### src/rtl/tdpram_port_arbiter_if.sv
// Requester-side bus of the TDPRAM port-A arbiter: packed per-requester
// valid/ready request lanes plus the shared read-response return path.
interface tdpram_port_arbiter_if #(
  parameter int NUM_REQ    = 4,
  parameter int DATA_WIDTH = 32,
  parameter int ADDR_WIDTH = 11
);
  logic [NUM_REQ-1:0]            req_valid;
  logic [NUM_REQ-1:0]            req_ready;
  logic [NUM_REQ-1:0]            req_write;
  logic [NUM_REQ*ADDR_WIDTH-1:0] req_addr;
  logic [NUM_REQ*DATA_WIDTH-1:0] req_wdata;
  logic [NUM_REQ-1:0]            resp_valid;
  logic [DATA_WIDTH-1:0]         resp_data;

  // Requesters drive requests and observe grants/responses.
  modport master (
    output req_valid, req_write, req_addr, req_wdata,
    input  req_ready, resp_valid, resp_data
  );

  // The arbiter consumes requests and returns grants/responses.
  modport slave (
    input  req_valid, req_write, req_addr, req_wdata,
    output req_ready, resp_valid, resp_data
  );
endinterface

### src/rtl/tdpram_port_arbiter.sv
// Round-robin arbiter sharing port A of a single-clock true dual-port RAM
// between NUM_REQ valid/ready requesters. After every reset the whole RAM is
// swept to zero before any request is granted. Read data is routed back to
// the requester that issued the read, one cycle after acceptance.
//
// Optional build macro: TDPRAM_ARB_RESP_REG_EN adds one register stage on
// resp_valid/resp_data (read latency 2, throughput unchanged).
module tdpram_port_arbiter #(
  parameter int NUM_REQ     = 4,
  parameter int DATA_WIDTH  = 32,
  parameter int NUM_ENTRIES = 2048,
  parameter int ADDR_WIDTH  = $clog2(NUM_ENTRIES)
) (
  input  logic                  clock,
  input  logic                  reset,
  tdpram_port_arbiter_if.slave  bus,
  output logic [ADDR_WIDTH-1:0] ram_addr,
  output logic                  ram_we,
  output logic [DATA_WIDTH-1:0] ram_din,
  input  logic [DATA_WIDTH-1:0] ram_dout,
  output logic                  init_done
);

  localparam int                    PTR_W     = (NUM_REQ > 1) ? $clog2(NUM_REQ) : 1;
  localparam logic [PTR_W:0]        NUM_REQ_W = (PTR_W + 1)'(NUM_REQ);
  localparam logic [ADDR_WIDTH-1:0] LAST_ADDR = ADDR_WIDTH'(NUM_ENTRIES - 1);

  typedef enum logic {
    INIT_S = 1'b0,
    ARB_S  = 1'b1
  } state_e;

  state_e                  state_q,    state_d;
  logic [ADDR_WIDTH-1:0]   init_cnt_q, init_cnt_d;
  logic [PTR_W-1:0]        rr_ptr_q,   rr_ptr_d;
  logic                    rd_pend_q,  rd_pend_d;
  // One-hot copy of the grant that issued the outstanding read.
  logic [NUM_REQ-1:0]      rd_owner_q, rd_owner_d;
  // Last address presented to the RAM, held while nobody is granted.
  logic [ADDR_WIDTH-1:0]   ram_addr_q, ram_addr_d;
  // Last returned read word, held between responses.
  logic [DATA_WIDTH-1:0]   resp_data_q, resp_data_d;
  logic [NUM_REQ-1:0]      resp_valid_d;

  logic [NUM_REQ-1:0]      rr_grant;
  logic [NUM_REQ-1:0]      grant;
  logic [PTR_W:0]          cand;
  logic                    found;

  // Round-robin search: first valid requester at or after rr_ptr, wrapping.
  always_comb begin
    rr_grant = '0;
    found    = 1'b0;
    cand     = '0;
    for (int k = 0; k < NUM_REQ; k++) begin
      cand = {1'b0, rr_ptr_q} + (PTR_W + 1)'(k);
      if (cand >= NUM_REQ_W) begin
        cand = cand - NUM_REQ_W;
      end
      for (int i = 0; i < NUM_REQ; i++) begin
        if (!found && (cand == (PTR_W + 1)'(i)) && bus.req_valid[i]) begin
          rr_grant[i] = 1'b1;
          found       = 1'b1;
        end
      end
    end
  end

  // Next-state and RAM port-A drive: zero sweep in INIT, winner's slice in ARB.
  always_comb begin
    state_d    = state_q;
    init_cnt_d = init_cnt_q;
    rr_ptr_d   = rr_ptr_q;
    rd_pend_d  = 1'b0;
    rd_owner_d = rd_owner_q;
    grant      = '0;
    ram_we     = 1'b0;
    ram_addr   = ram_addr_q;
    ram_din    = '0;

    case (state_q)
      INIT_S: begin
        // Write enable follows reset so the RAM is never written while held in reset.
        ram_we     = reset;
        ram_addr   = init_cnt_q;
        init_cnt_d = init_cnt_q + ADDR_WIDTH'(1);
        if (init_cnt_q == LAST_ADDR) begin
          state_d = ARB_S;
        end
      end
      ARB_S: begin
        grant = rr_grant;
        for (int i = 0; i < NUM_REQ; i++) begin
          if (rr_grant[i]) begin
            ram_addr   = bus.req_addr[i*ADDR_WIDTH +: ADDR_WIDTH];
            ram_din    = bus.req_wdata[i*DATA_WIDTH +: DATA_WIDTH];
            ram_we     = bus.req_write[i];
            rd_pend_d  = ~bus.req_write[i];
            rd_owner_d = rr_grant;
            rr_ptr_d   = (i == NUM_REQ - 1) ? '0 : PTR_W'(i + 1);
          end
        end
      end
      default: begin
        state_d = INIT_S;
      end
    endcase

    ram_addr_d = ram_addr;
  end

  // Read response: RAM output is valid the cycle after the read was accepted.
  always_comb begin
    resp_valid_d = rd_pend_q ? rd_owner_q : '0;
    resp_data_d  = rd_pend_q ? ram_dout : resp_data_q;
  end

  // State, sweep counter, pointer, pending read and held address/data.
  always_ff @(posedge clock or negedge reset) begin
    if (!reset) begin
      state_q     <= INIT_S;
      init_cnt_q  <= '0;
      rr_ptr_q    <= '0;
      rd_pend_q   <= 1'b0;
      rd_owner_q  <= '0;
      ram_addr_q  <= '0;
      resp_data_q <= '0;
    end else begin
      state_q     <= state_d;
      init_cnt_q  <= init_cnt_d;
      rr_ptr_q    <= rr_ptr_d;
      rd_pend_q   <= rd_pend_d;
      rd_owner_q  <= rd_owner_d;
      ram_addr_q  <= ram_addr_d;
      resp_data_q <= resp_data_d;
    end
  end

  assign bus.req_ready = grant;
  assign init_done     = (state_q == ARB_S);

`ifdef TDPRAM_ARB_RESP_REG_EN
  logic [NUM_REQ-1:0]    resp_valid_out_q;
  logic [DATA_WIDTH-1:0] resp_data_out_q;

  // Extra retiming stage on the response path.
  always_ff @(posedge clock or negedge reset) begin
    if (!reset) begin
      resp_valid_out_q <= '0;
      resp_data_out_q  <= '0;
    end else begin
      resp_valid_out_q <= resp_valid_d;
      resp_data_out_q  <= resp_data_d;
    end
  end

  assign bus.resp_valid = resp_valid_out_q;
  assign bus.resp_data  = resp_data_out_q;
`else
  assign bus.resp_valid = resp_valid_d;
  assign bus.resp_data  = resp_data_d;
`endif

endmodule
### src/flat_wrapper.sv
// flat-port wrapper written by rule: the top's interface ports become plain ports
module tdpram_port_arbiter_flat 
#(
  parameter int NUM_REQ     = 4,
  parameter int DATA_WIDTH  = 32,
  parameter int NUM_ENTRIES = 2048,
  parameter int ADDR_WIDTH  = $clog2(NUM_ENTRIES)
)
  (clock, reset, ram_addr, ram_we, ram_din, ram_dout, init_done, bus_req_valid, bus_req_write, bus_req_addr, bus_req_wdata, bus_req_ready, bus_resp_valid, bus_resp_data);
  tdpram_port_arbiter_if #(.NUM_REQ(NUM_REQ), .DATA_WIDTH(DATA_WIDTH), .ADDR_WIDTH(ADDR_WIDTH)) bus_i ();
  input  logic clock;
  input  logic reset;
  output logic [ADDR_WIDTH-1:0] ram_addr;
  output logic ram_we;
  output logic [DATA_WIDTH-1:0] ram_din;
  input  logic [DATA_WIDTH-1:0] ram_dout;
  output logic init_done;
  input wire logic [$bits(bus_i.req_valid)-1:0] bus_req_valid;
  input wire logic [$bits(bus_i.req_write)-1:0] bus_req_write;
  input wire logic [$bits(bus_i.req_addr)-1:0] bus_req_addr;
  input wire logic [$bits(bus_i.req_wdata)-1:0] bus_req_wdata;
  output wire logic [$bits(bus_i.req_ready)-1:0] bus_req_ready;
  output wire logic [$bits(bus_i.resp_valid)-1:0] bus_resp_valid;
  output wire logic [$bits(bus_i.resp_data)-1:0] bus_resp_data;
  assign bus_i.req_valid = bus_req_valid;
  assign bus_i.req_write = bus_req_write;
  assign bus_i.req_addr = bus_req_addr;
  assign bus_i.req_wdata = bus_req_wdata;
  assign bus_req_ready = bus_i.req_ready;
  assign bus_resp_valid = bus_i.resp_valid;
  assign bus_resp_data = bus_i.resp_data;
  tdpram_port_arbiter #(.NUM_REQ(NUM_REQ), .DATA_WIDTH(DATA_WIDTH), .NUM_ENTRIES(NUM_ENTRIES), .ADDR_WIDTH(ADDR_WIDTH)) u_core (.clock(clock), .reset(reset), .bus(bus_i), .ram_addr(ram_addr), .ram_we(ram_we), .ram_din(ram_din), .ram_dout(ram_dout), .init_done(init_done));
endmodule
### config.mk
export PLATFORM = sky130hd
export DESIGN_NAME = tdpram_port_arbiter_flat
export DESIGN_NICKNAME = d
export VERILOG_FILES = /design/src/rtl/tdpram_port_arbiter_if.sv /design/src/rtl/tdpram_port_arbiter.sv /design/src/flat_wrapper.sv
export SDC_FILE = /design/constraint.sdc
export NUM_CORES = 1
export LEC_CHECK = 0
export CORE_ASPECT_RATIO = 0.7
export CORE_MARGIN = 4
export CORE_UTILIZATION = 31
export DETAILED_ROUTE_END_ITERATION = 12
export GPL_ROUTABILITY_DRIVEN = 0
export PLACE_DENSITY = 0.79
export SLEW_MARGIN = 30
export SYNTH_ARGS = -nofsm -noshare
export SYNTH_HDL_FRONTEND = slang
export SYNTH_SLANG_ARGS = --single-unit
### constraint.sdc
create_clock -name clock -period 2.7 [get_ports clock]
set_input_delay 0.81 -clock clock [delete_from_list [all_inputs] [get_ports clock]]
set_output_delay 0.81 -clock clock [all_outputs]
set_load 0.05 [all_outputs]
==> flow_summary_export.csv, run 1 <==
group,metric,value,unit
outcome,run_status,"did not finish",
outcome,stop_stage,"global routing",
outcome,tool.error,"[ERROR GRT-0232] Routing congestion too high. Check the congestion heatmap in the GUI.",
synth,synth-seq-area-share,40.4,%
global_route,grt_usage,86.7,%
global_route,grt-ovfl-total,386,
synth,synthesis.area,3840,um^2
synth,synth-seq-cells,62,
global_route,grt_antenna_before_repair,6,
clock_tree,clock_buffer_count_from_cts,9,
synth,synth_enable_flop_cells,0,
synth,syn-mean-instance-area,10.5,um^2
placement,numPortBuffers,298,
clock_tree,ctsRootBufferMaster,"sky130_fd_sc_hd__clkbuf_16",
floorplan,pin_count,299,
floorplan,initial_core_util,32.2,%
floorplan,die_width,141,um
placement,hpwlAfterDp,14900,um
global_route,pin_count_of_the_biggest_net_entering_global_routing,63,
floorplan,std_cell_rows,33,
synth,synth-warning-count,0,
floorplan,die-height,101,um
clock_tree,cts_max_level,3,
clock_tree,cts_num_sinks,62,
sta,worst_path_end_type,"top-level output",
sta,grt-worst-endpoint,"ram_addr[2]",
synth,synthFlopType,"sky130_fd_sc_hd__dfrtp_1",
synth,yosys.cell_types.count,43,
clock_tree,cts_max_path_buffers,2,
synth,synth.net_count,582,
synth,postSynthCellCount,367,
synth,async_reset_ff_share,100,%
placement,placed_cells_incl_taps,834,
==> cells in the mapped netlist, drive strengths merged, types with 8 or more instances <==
| library cell | number | area, um^2 |
|---|---|---|
| dfrtp | 62 | 1550 |
| o221ai | 44 | 385 |
| a21oi | 35 | 175 |
| mux2 | 33 | 372 |
| o2bb2ai | 32 | 280 |
| buf | 23 | 120 |
| o22ai | 22 | 138 |
| clkbuf | 13 | 48.8 |
| a221oi | 12 | 123 |
| mux2i | 11 | 110 |
| nor2 | 8 | 35.0 |
| xnor2 | 8 | 70.1 |
==> cells by family after synthesis <==
group | Yosys count | share of synthesized area, %
AO/OA/AOI/OAI | 170 | 34.0
XOR/XNOR | 10 | 2.28
adder cells (fa/ha/maj) | 1 | 0.325
buffers and inverters | 40 | 4.79
flip-flops | 62 | 40.4
multiplexers | 44 | 12.5
AND/OR/NAND/NOR | 40 | 5.70
==> stage by stage <==
| stage | setup TNS, ns | cell area (um^2) | worst slack [ns] |
|---|---|---|---|
| 4_1_cts | -15.75 | 11200 | -0.420 |
| 2_1_floorplan | -10.55 | 4910 | -0.265 |
| 3_5_place_dp | -43.13 | 9030 | -0.994 |
| 3_3_place_gp | -39.22 | 9030 | -0.957 |
==> what timing repair did <==
item                                    in CTS
setup buffers                               26
endpoints found under the setup margin      48
gates resized for setup                    252
gates cloned                                13
pin swaps                                   65
hold buffers                                 0
==> metal layers <==
metal  global-route usage, %  GRT overflow
met1                    82.8             2
met2                     104           241
met3                    74.3             9
met4                    92.0           134
met5                    38.8             0
==> run 2, diff against run 1 <==
--- a/config.mk
+++ b/config.mk
@@ -5,12 +5,11 @@
 export SDC_FILE = /design/constraint.sdc
 export NUM_CORES = 1
 export LEC_CHECK = 0
-export CORE_ASPECT_RATIO = 0.7
 export CORE_MARGIN = 4
-export CORE_UTILIZATION = 31
+export CORE_UTILIZATION = 30
 export DETAILED_ROUTE_END_ITERATION = 12
 export GPL_ROUTABILITY_DRIVEN = 0
-export PLACE_DENSITY = 0.79
+export PLACE_DENSITY_LB_ADDON = 0.15
 export SLEW_MARGIN = 30
 export SYNTH_ARGS = -nofsm -noshare
 export SYNTH_HDL_FRONTEND = slang
==> constraint.sdc (replaced) <==
create_clock -name clock -period 3.5 [get_ports clock]
set_input_delay 1.05 -clock clock [delete_from_list [all_inputs] [get_ports clock]]
set_output_delay 1.05 -clock clock [all_outputs]
set_load 0.05 [all_outputs]
==> run 2 against run 1 <==
Against the previous run:
- the flow now finishes, with violations (setup timing)
- synthesized cell count unchanged
- area after synthesis unchanged
==> flow_summary_export.csv, run 2 <==
group,metric,value,unit
synth,synthFlopType,"sky130_fd_sc_hd__dfrtp_1",
synth,post_synth_and_or_nand_nor_area_fraction,5.70,%
drt,drt-total-wl,24800,um
critical_path,worst_ep_required_time,2.45,ns
drt,route.antenna.remaining_nets,0,
worst_hold_path,min_path_type,"flip-flop to flip-flop",
critical_path,path_common_cell,"sky130_fd_sc_hd__buf_12",
global_route,pin_count_of_the_biggest_net_entering_global_routing,63,
synth,synthesis.area,3840,um^2
placement,numPortBuffers,298,
pwr,power,2.36,mW
global_route,globalRoute.busiestLayer,"met2",
global_route,via_count_of_the_first_global_routing_pass,5506,
synth,adder_cell_share_of_the_synthesized_area,0.326,%
sta,max_clock_freq,278,MHz
critical_path,timing.critical_path.from_type,"primary input",
clock_tree,clock_buffer_count_from_cts,9,
synth,main_combinational_cell_family_by_area_after_synthesis,"compound AO/OA/AOI/OAI gates",
sta,slew_viol_final,0,
synth,synth-seq-area-share,40.4,%
critical_path,worstPathBufferInverterCount,3,
final_layout,area_delta_synth_final,176,%
critical_path,r2r_cells,8,
final_layout,largest_register_ff_count,32,
floorplan,fp.coreArea,12600,um^2
clock_tree,clk_latency,0.33,ns
final_layout,num-fill-cells,574,
floorplan,die_width,121,um
synth,synth-compound-area-share,34.0,%
synth,syn-mean-instance-area,10.5,um^2
sta,maxSlewHeadroom,45.9,%
critical_path,largest_delay_share_family_worst_path,"compound AO/OA/AOI/OAI gates",
global_route,gr-usage-met3,7.60,%
final_layout,post_route_cells_drive_above_1_share,52.7,%
worst_hold_path,cell_count_of_the_worst_hold_path,1,
synth,synth.top_cells.by_count,"sky130_fd_sc_hd__dfrtp_1 (62), sky130_fd_sc_hd__o221ai_1 (44), sky130_fd_sc_hd__a21oi_1 (35)",
drt,first_pass_iters,4,
synth,synth_top_cell_by_area,"sky130_fd_sc_hd__dfrtp_1",
final_layout,largest_register,"u_core.resp_data_q",
synth,post_synthesis_mux_area_share,12.5,%
final_layout,regArea,1550,um^2
synth,synth-warning-count,0,
sta,finClkSkew,0.00953,ns
critical_path,timing.critical_path.cells,"buf_12, nor2_4, or2_4, a31oi_4, buf_8, o221ai_1, o2bb2ai_4, buf_12",
global_route,grt-ovfl-total,0,
drt,avgRoutedWirePerCell,28.3,um
critical_path,worst_setup_path_end_kind,"output pin",
pwr,p_per_area,223,nW/um^2
outcome,run_status,"finished, violations left",
clock_tree,cts_num_sinks,62,
clock_tree,cts_max_level,3,
global_route,grt_usage,29.5,%
synth,synth.net_count,582,
sta,final_min_period_over_clock_period,103,%
critical_path,crit_type,"primary input to output pin",
clock_tree,cts_hold_buffers,0,
final_layout,postLayoutCoreUtil,84.5,%
final_layout,area_of_the_multi_input_gates,3940,um^2
synth,synth-seq-cells,62,
floorplan,std_cell_rows,41,
critical_path,worstSetupPathDepth,8,
flow_run,maxCapViolations,0,
global_route,gr-usage-met1,31.1,%
outcome,failed_checks,"setup timing",
pwr,power_leakage,3.89,nW
synth,synthXorXnorAreaFrac,2.28,%
sta,setup_repair_after_global_routing_missed_its_margin,"yes",
sta,worst_pin_slew,0.812,ns
drt,dr_total_vias,5156,
synth,yosysTopAreaCellShare,40.4,%
sta,worst_setup_slack_final,-0.0924,ns
critical_path,crit_arrival,2.54,ns
floorplan,initial_core_util,30.6,%
clock_tree,cts_max_path_buffers,2,
critical_path,critPathSlowestCell,"sky130_fd_sc_hd__or2_4",
global_route,met2_usage,52.8,%
clock_tree,ctsRootBufferMaster,"sky130_fd_sc_hd__clkbuf_16",
synth,post-synth-top-count-cell,"sky130_fd_sc_hd__dfrtp_1",
drt,remaining_drc_errors,0,
synth,synth.area.top_cells,"sky130_fd_sc_hd__dfrtp_1 (40%), sky130_fd_sc_hd__o221ai_1 (10%), sky130_fd_sc_hd__mux2_2 (9.7%)",
clock_tree,clkTransAtPathRegs,0.05,ns
global_route,grt_first_pass_wirelength,32900,um
sta,setup_viol,44,
synth,yosys.cell_types.count,43,
synth,synth_enable_flop_cells,0,
final_layout,largest_registers,"u_core.resp_data_q (32), u_core.init_cnt_q (11), u_core.ram_addr_q (11)",
synth,postSynthCellCount,367,
drt,detail_route.iter0.violations,350,
floorplan,die-height,121,um
final_layout,layout_commonest_cell,"sky130_fd_sc_hd__clkdlybuf4s50_1",
sta,final_hold_viol_count,0,
floorplan,pin_count,299,
synth,async_reset_ff_share,100,%
drt,post_drt_via_cell_ratio,5.89,
critical_path,critical_path_max_stage_delay,0.27,ns
critical_path,cp_max_fo,13,
global_route,grt_antenna_before_repair,0,
pwr,irDropWorstVdd,0.212,mV
floorplan,floorplan.die_area,14700,um^2
final_layout,most-common-layout-cells,"sky130_fd_sc_hd__clkdlybuf4s50_1 (209), sky130_fd_sc_hd__buf_12 (85), sky130_fd_sc_hd__dfrtp_1 (62), sky130_fd_sc_hd__mux2_2 (33), sky130_fd_sc_hd__o2bb2ai_4 (32)",
placement,hpwlAfterDp,14100,um
clock_tree,tritoncts_clock_tree,"built",
final_layout,num_antenna_cells,0,
final_layout,fin_nets,914,
sta,finalCriticalPeriod,3.59,ns
==> run 2: path summary, 6_finish.rpt <==
check / from / endpoint / slack, ns
min reg2reg: u_core.rd_owner_q[3] / u_core.rd_owner_q[3] / 0.47
min in group asynchronous: reset / u_core.resp_data_q[0] / 0.96
min: u_core.rd_owner_q[3] / u_core.rd_owner_q[3] / 0.47
max: bus_req_valid[2] / ram_din[31] / -0.09
max in group asynchronous: reset / u_core.resp_data_q[24] / 2.01
max reg2reg: u_core.rr_ptr_q[1] / u_core.rd_owner_q[3] / 1.18
==> run 2: logic make-up after synthesis <==
logic type,count (synthesis)
AO/OA/AOI/OAI,170
flip-flops,62
multiplexers,44
buffers and inverters,40
AND/OR/NAND/NOR,40
XOR/XNOR,10
adder cells (fa/ha/maj),1
==> run 2: layer usage <==
metal,vias up,routed length [um]
met2,346,12600
met1,2527,8570
met3,110,1910
met4,0,1760
li1,2173,-
met5,-,0
==> run 2: what timing repair did <==
item | in CTS | in global routing
resized for setup | 192 | 51
cloned | 12 | 2
setup buffers | 13 | 6
endpoints found under the setup margin | 48 | 45
pin swaps | 46 | 37
==> run 2: final cells by class <==
class                           instances  area share, %
Timing Repair Buffer                  356           43.0
Multi-Input combinational cell        266           37.1
Sequential cell                        62           14.6
Clock buffer                           12           2.51
Tap cell                              172           2.03
Clock inverter                          4          0.507
Inverter                                4          0.212
==> run 2: power by group <==
group,total [mW],switching [mW],internal [mW]
clock network,0.942,0.332,0.611
registers,0.724,0.00463,0.719
logic,0.698,0.319,0.379
==> run 2: through the flow <==
step | hold WS (ns) | TNS [ns] | cells | setup WS, ns | cell area (um^2)
2_1_floorplan | 0.442 | -0.635 | 367 | -0.135 | 4590
3_3_place_gp | 0.455 | -23.11 | 834 | -0.573 | 8630
3_5_place_dp | 0.459 | -25.32 | 834 | -0.651 | 8630
4_1_cts | 0.470 | -1.55 | 871 | -0.0813 | 10300
5_1_grt | 0.484 | -4.24 | 876 | -0.146 | 10600
6_report | 0.466 | -2.60 | 876 | -0.0924 | 10600
(Power assumes the default switching activity.)
==> run 3, diff against run 2 <==
--- a/config.mk
+++ b/config.mk
@@ -5,12 +5,11 @@
 export SDC_FILE = /design/constraint.sdc
 export NUM_CORES = 1
 export LEC_CHECK = 0
-export CORE_MARGIN = 4
 export CORE_UTILIZATION = 30
 export DETAILED_ROUTE_END_ITERATION = 12
 export GPL_ROUTABILITY_DRIVEN = 0
 export PLACE_DENSITY_LB_ADDON = 0.15
-export SLEW_MARGIN = 30
+export SLEW_MARGIN = 20
 export SYNTH_ARGS = -nofsm -noshare
 export SYNTH_HDL_FRONTEND = slang
 export SYNTH_SLANG_ARGS = --single-unit
==> run 3 against run 2 <==
Against the previous run:
- the run still ends with setup timing left
- clock skew is 0.0026 ns lower
- count of clock-buffer cells in the layout shrank 1
- largest cell class unchanged
- global-route usage up 0.88 points
- worst hold slack better by 0.0086 ns
- sequential power about the same
- utilization up 2.6 points
- fmax shrank 3.4%
- non-clock buffer count is 20 higher
- clock power rose by 3.3%
==> flow_summary_export.csv, run 3 (synthesis gave the netlist of run 2 again) <==
group,metric,value,unit
outcome,run_status,"finished, violations left",
outcome,failed_checks,"setup timing",
floorplan,fp.coreArea,12300,um^2
sta,final_min_period_over_clock_period,106,%
pwr,p_per_area,227,nW/um^2
final_layout,most-common-layout-cells,"sky130_fd_sc_hd__clkdlybuf4s50_1 (209), sky130_fd_sc_hd__buf_12 (85), sky130_fd_sc_hd__dfrtp_1 (61), sky130_fd_sc_hd__buf_4 (46), sky130_fd_sc_hd__mux2_2 (33)",
drt,avgRoutedWirePerCell,27.2,um
sta,worst_setup_slack_final,-0.217,ns
global_route,grt_usage,30.4,%
global_route,via_count_of_the_first_global_routing_pass,5456,
sta,finClkSkew,0.00696,ns
clock_tree,cts_num_sinks,62,
sta,slew_viol_final,0,
clock_tree,clk_latency,0.33,ns
worst_hold_path,min_delay_worst_endpoint,"u_core.rd_owner_q[0]",
sta,setup_repair_after_global_routing_missed_its_margin,"yes",
drt,remaining_drc_errors,0,
sta,setup_viol,44,
final_layout,num-fill-cells,513,
floorplan,die-height,115,um
clock_tree,clkTransAtPathRegs,0.05,ns
global_route,grt_first_pass_wirelength,30300,um
drt,post_drt_via_cell_ratio,5.90,
critical_path,worstReg2RegStart,"u_core.rr_ptr_q[0]",
critical_path,r2r_cells,11,
final_layout,largest_register_ff_count,32,
critical_path,crit_type,"primary input to output pin",
pwr,power_leakage,3.96,nW
clock_tree,cts_max_level,3,
critical_path,rr_endpoint,"u_core.rd_pend_q",
drt,drt-total-wl,24300,um
worst_hold_path,cell_count_of_the_worst_hold_path,1,
sta,maxSlewHeadroom,47.7,%
final_layout,area_delta_synth_final,178,%
floorplan,die_width,115,um
floorplan,initial_core_util,31.3,%
critical_path,crit_arrival,2.67,ns
global_route,grt-ovfl-total,0,
final_layout,largest_register,"u_core.resp_data_q",
clock_tree,clock_buffer_count_from_cts,9,
critical_path,timing.critical_path.from_type,"primary input",
worst_hold_path,min_path_type,"flip-flop to flip-flop",
final_layout,layout_commonest_cell,"sky130_fd_sc_hd__clkdlybuf4s50_1",
worst_hold_path,hold_start,"u_core.rd_owner_q[0]",
critical_path,worst_setup_path_end_kind,"output pin",
clock_tree,tritoncts_clock_tree,"built",
sta,final_hold_viol_count,0,
global_route,grt_antenna_before_repair,0,
sta,finalCriticalPeriod,3.72,ns
critical_path,cp_max_fo,6,
pwr,irDropWorstVdd,0.252,mV
final_layout,fin_nets,936,
placement,post_dp_cell_area,8690,um^2
pwr,power,2.42,mW
final_layout,post_route_cells_drive_above_1_share,54.5,%
floorplan,std_cell_rows,40,
drt,first_pass_iters,7,
placement,numPortBuffers,298,
drt,route.antenna.remaining_nets,0,
floorplan,pin_count,299,
critical_path,timing.critical_path.from,"bus_req_valid[1]",
final_layout,num_antenna_cells,0,
floorplan,floorplan.die_area,13300,um^2
global_route,pin_count_of_the_biggest_net_entering_global_routing,63,
drt,dr_total_vias,5270,
final_layout,largest_registers,"u_core.resp_data_q (32), u_core.init_cnt_q (11), u_core.ram_addr_q (11)",
sta,worst_pin_slew,0.784,ns
placement,hpwlAfterDp,13500,um
sta,max_clock_freq,269,MHz
clock_tree,ctsRootBufferMaster,"sky130_fd_sc_hd__clkbuf_16",
drt,detail_route.iter0.violations,343,
clock_tree,cts_max_path_buffers,2,
final_layout,layout.cell_area.non_filler,10700,um^2
flow_run,maxCapViolations,0,
critical_path,worst-r2r-setup-slack,1.06,ns
critical_path,worst_ep_required_time,2.45,ns
[run 3: changes by cell type in the layout (fill, tap and decap cells not counted), moves of 3 or more]
cell / before / now
sky130_fd_sc_hd__buf_4: 28 / 46
sky130_fd_sc_hd__buf_16: 9 / 2
sky130_fd_sc_hd__a221oi_2: 10 / 7
sky130_fd_sc_hd__buf_6: 18 / 26
sky130_fd_sc_hd__a221oi_1: 0 / 3
[run 3: where the power goes]
| group | leakage (nW) | internal (mW) | switching, mW | total (mW) |
|---|---|---|---|---|
| sequential | 0.835 | 0.719 | 0.00468 | 0.724 |
| combinational | 2.97 | 0.393 | 0.331 | 0.724 |
| clock | 0.161 | 0.655 | 0.318 | 0.973 |
[run 3: final cells by class]
| class | count | area (um^2) | area share [%] |
|---|---|---|---|
| well taps | 168 | 210 | 1.97 |
| multi-input cells | 268 | 3940 | 36.9 |
| clock inverters | 4 | 70.1 | 0.656 |
| repair buffers | 376 | 4640 | 43.4 |
| flip-flops and latches | 62 | 1550 | 14.5 |
| clock buffers | 11 | 253 | 2.37 |
| inverters | 4 | 17.5 | 0.164 |
[run 3: worst max-delay path by stage]
stage                              to  depth (start not counted)
after detailed placement  ram_addr[6]                          9
final                     ram_addr[3]                          9
after floorplan           ram_din[10]                          7
after global placement    ram_addr[7]                          8
after CTS                 ram_din[16]                         11
after global routing      ram_din[13]                         11
[run 3: layer usage]
layer	GRT usage, %	vias to the layer above	share of wire [%]
met4	17.6	0	6.0
li1	-	2215	-
met2	54.5	351	51
met1	32.2	2601	35
met3	8.12	103	8.2
met5	0	-	0
[run 3: metrics by stage]
step	worst slack, ns	cells	hold WS [ns]	setup TNS, ns	utilization (%)
after global routing	-0.239	893	0.504	-7.72	87.1
after CTS	-0.149	877	0.473	-3.65	82.1
after global placement	-0.594	844	0.458	-24.92	70.9
after floorplan	-0.135	367	0.442	-0.635	-
final	-0.217	893	0.475	-6.26	87.1
after detailed placement	-0.725	844	0.462	-27.46	70.9
[run 3: critical path, cell delays in order]
cell                       delay, ns
sky130_fd_sc_hd__buf_6          0.10
sky130_fd_sc_hd__nor2_4         0.04
sky130_fd_sc_hd__or2_4          0.26
sky130_fd_sc_hd__buf_4          0.15
sky130_fd_sc_hd__a31o_4         0.30
sky130_fd_sc_hd__a221oi_1       0.33
sky130_fd_sc_hd__buf_4          0.19
sky130_fd_sc_hd__o22ai_4        0.07
sky130_fd_sc_hd__buf_6          0.17
[run 3: repair_timing]
| item | CTS | global route |
|---|---|---|
| pin swaps | 33 | 37 |
| gates cloned | 6 | 8 |
| hold buffers | 0 | 0 |
| setup endpoints to repair | 48 | 47 |
| resized for setup | 181 | 74 |
| setup buffers | 13 | 17 |
==> run 4, diff against run 3 <==
--- a/config.mk
+++ b/config.mk
@@ -6,9 +6,11 @@
 export NUM_CORES = 1
 export LEC_CHECK = 0
 export CORE_UTILIZATION = 30
+export CTS_CLUSTER_SIZE = 8
 export DETAILED_ROUTE_END_ITERATION = 12
 export GPL_ROUTABILITY_DRIVEN = 0
 export PLACE_DENSITY_LB_ADDON = 0.15
+export SKIP_CTS_REPAIR_TIMING = 1
 export SLEW_MARGIN = 20
 export SYNTH_ARGS = -nofsm -noshare
 export SYNTH_HDL_FRONTEND = slang
==> constraint.sdc (replaced) <==
create_clock -name clock -period 4.3 [get_ports clock]
set_input_delay 1.29 -clock clock [delete_from_list [all_inputs] [get_ports clock]]
set_output_delay 1.29 -clock clock [all_outputs]
set_load 0.05 [all_outputs]
==> run 4 against run 3 <==
Against the previous run:
- the flow now finishes without violations
- highest routed layer unchanged
- global-route usage decreased by 5.6 points
- non-clock buffer count decreased by 38
- largest power group unchanged
- largest cell class unchanged
- sequential cell count unchanged
- critical path type unchanged
- register-to-register slack improved by 1.3 ns
- utilization decreased by 20 points
- clock skew increased by 0.0023 ns
==> flow_summary_export.csv, run 4 (synthesis gave the netlist of run 2 again) <==
group,metric,value,unit
critical_path,critPathSlowestCell,"sky130_fd_sc_hd__nand4_1",
drt,first_pass_iters,4,
drt,dr_total_vias,4599,
clock_tree,cts_max_path_buffers,2,
sta,finClkSkew,0.00926,ns
final_layout,final-instance-count-excl-fill,852,
flow_run,maxCapViolations,0,
drt,drt-total-wl,17800,um
worst_hold_path,min_path_type,"flip-flop to flip-flop",
final_layout,area_of_the_multi_input_gates,2410,um^2
critical_path,worstReg2RegStart,"u_core.rr_ptr_q[1]",
drt,post_drt_via_cell_ratio,5.40,
floorplan,std_cell_rows,40,
final_layout,num-fill-cells,961,
critical_path,largest_delay_share_family_worst_path,"buffers and inverters",
final_layout,fin_nets,895,
pwr,sw_frac_of_total,23.1,%
critical_path,rr_endpoint,"u_core.rd_owner_q[0]",
sta,setup-tns-final,0,ns
critical_path,crit_arrival,2.93,ns
final_layout,largest_register_ff_count,32,
sta,slew_viol_final,0,
floorplan,initial_core_util,31.3,%
drt,detail_route.iter0.violations,255,
clock_tree,ctsRootBufferMaster,"sky130_fd_sc_hd__clkbuf_16",
pwr,power.share.sequential,34.4,%
sta,final_min_period_over_clock_period,98.0,%
sta,worst_pin_slew,0.792,ns
pwr,p_per_area,207,nW/um^2
placement,post_dp_cell_area,7690,um^2
floorplan,die-height,115,um
critical_path,timing.critical_path.cells,"dlymetal6s2s_1, nor2b_1, o21bai_2, nand4_1, inv_2, buf_4, o2bb2ai_2, buf_12",
sta,fin_hold_ws,0.469,ns
final_layout,area_delta_synth_final,115,%
critical_path,crit_type,"primary input to output pin",
pwr,power,1.71,mW
clock_tree,clock_buffer_count_from_cts,9,
worst_hold_path,min_delay_worst_endpoint,"u_core.rd_owner_q[3]",
critical_path,worstPathBufferInverterCount,4,
critical_path,worstSetupPathDepth,8,
final_layout,largest_register,"u_core.resp_data_q",
placement,hpwlAfterDp,13100,um
sta,maxSlewHeadroom,47.2,%
global_route,grt_first_pass_wirelength,24900,um
sta,finalCriticalPeriod,4.22,ns
sta,final_hold_viol_count,0,
final_layout,layout_commonest_cell,"sky130_fd_sc_hd__clkdlybuf4s50_1",
clock_tree,cts_max_level,3,
pwr,power_leakage,3.41,nW
global_route,pin_count_of_the_biggest_net_entering_global_routing,63,
critical_path,worst_setup_path_end_kind,"output pin",
clock_tree,tritoncts_clock_tree,"built",
critical_path,cp_max_fo,7,
placement,numPortBuffers,298,
sta,max_clock_freq,237,MHz
worst_hold_path,cell_count_of_the_worst_hold_path,1,
final_layout,layout.cell_area.non_filler,8260,um^2
worst_hold_path,hold_start,"u_core.rd_owner_q[3]",
global_route,grt-ovfl-total,0,
floorplan,die_width,115,um
clock_tree,clk_latency,0.32,ns
global_route,grt_antenna_before_repair,0,
drt,remaining_drc_errors,0,
pwr,power.net_switching,0.394,mW
sta,setup_viol,0,
critical_path,worst_ep_required_time,3.01,ns
global_route,grt_usage,24.8,%
final_layout,most-common-layout-cells,"sky130_fd_sc_hd__clkdlybuf4s50_1 (213), sky130_fd_sc_hd__buf_4 (65), sky130_fd_sc_hd__dfrtp_1 (62), sky130_fd_sc_hd__buf_12 (46), sky130_fd_sc_hd__o221ai_1 (43)",
pwr,combinationalPowerShare,22.2,%
critical_path,worst-r2r-setup-slack,2.31,ns
global_route,via_count_of_the_first_global_routing_pass,4625,
floorplan,pin_count,299,
floorplan,fp.coreArea,12300,um^2
drt,route.antenna.remaining_nets,0,
pwr,irDropWorstVdd,0.170,mV
final_layout,largest_registers,"u_core.resp_data_q (32), u_core.init_cnt_q (11), u_core.ram_addr_q (11)",
floorplan,floorplan.die_area,13300,um^2
final_layout,post_route_cells_drive_above_1_share,33.9,%
clock_tree,clkTransAtPathRegs,0.05,ns
pwr,power.internal,1.31,mW
pwr,share_clk_of_total_power,43.3,%
critical_path,r2r_cells,9,
final_layout,regArea,1550,um^2
drt,avgRoutedWirePerCell,20.8,um
placement,placed_cells_incl_taps,826,
critical_path,critical_path_max_stage_delay,0.25,ns
critical_path,timing.critical_path.from_type,"primary input",
final_layout,num_antenna_cells,0,
clock_tree,cts_num_sinks,62,
outcome,run_status,"finished, final reports clean",
[run 4: changes by cell type in the layout (fill, tap and decap cells not counted), sizes merged]
cell | before | now
clkbuf | 15 | 17
bufinv | 2 | 1
buf | 163 | 116
clkinvlp | 0 | 1
a31o | 3 | 2
and2 | 7 | 6
clkdlybuf4s50 | 209 | 213
dlymetal6s2s | 0 | 4
clkinv | 2 | 1
a221o | 3 | 2
[run 4: per-stage QoR]
step | util, % | setup slack (ns)
floorplan | - | 0.0103
global placement | 62.7 | -0.267
detailed placement | 62.7 | -0.318
CTS | 65.3 | -0.326
global route | 67.4 | -0.0200
finish | 67.4 | 0.0846
[run 4: worst max-delay path by stage]
stage	start	to	slack [ns]
4_1_cts	bus_req_valid[0]	ram_addr[9]	-0.33
3_3_place_gp	bus_req_valid[0]	ram_we	-0.27
6_report	bus_req_valid[0]	ram_din[30]	0.08
5_1_grt	bus_req_valid[0]	ram_din[31]	-0.02
2_1_floorplan	bus_req_valid[0]	ram_we	0.01
3_5_place_dp	bus_req_valid[0]	ram_addr[9]	-0.32
[run 4: cell type report]
type | count | area share, %
Clock buffer | 12 | 3.23
Clock inverter | 3 | 0.515
Inverter | 4 | 0.182
Multi-Input combinational cell | 265 | 29.1
Sequential cell | 62 | 18.8
Tap cell | 168 | 2.55
Timing Repair Buffer | 338 | 45.6
[run 4: power groups by stage]
stage               sequential [mW]  clock, mW  combinational (mW)
finish                        0.588      0.740               0.380
global route                  0.588      0.788               0.401
CTS                           0.588      0.756               0.355
detailed placement            0.598          0               0.353
global placement              0.598          0               0.348
floorplan                     0.596          0              0.0928
[run 4: metal layers]
| layer | GRT usage (%) | share of wire, % |
|---|---|---|
| met5 | 0 | 0 |
| met4 | 8.40 | 2.4 |
| met3 | 6.80 | 8.1 |
| met2 | 44.9 | 51 |
| met1 | 28.0 | 38 |
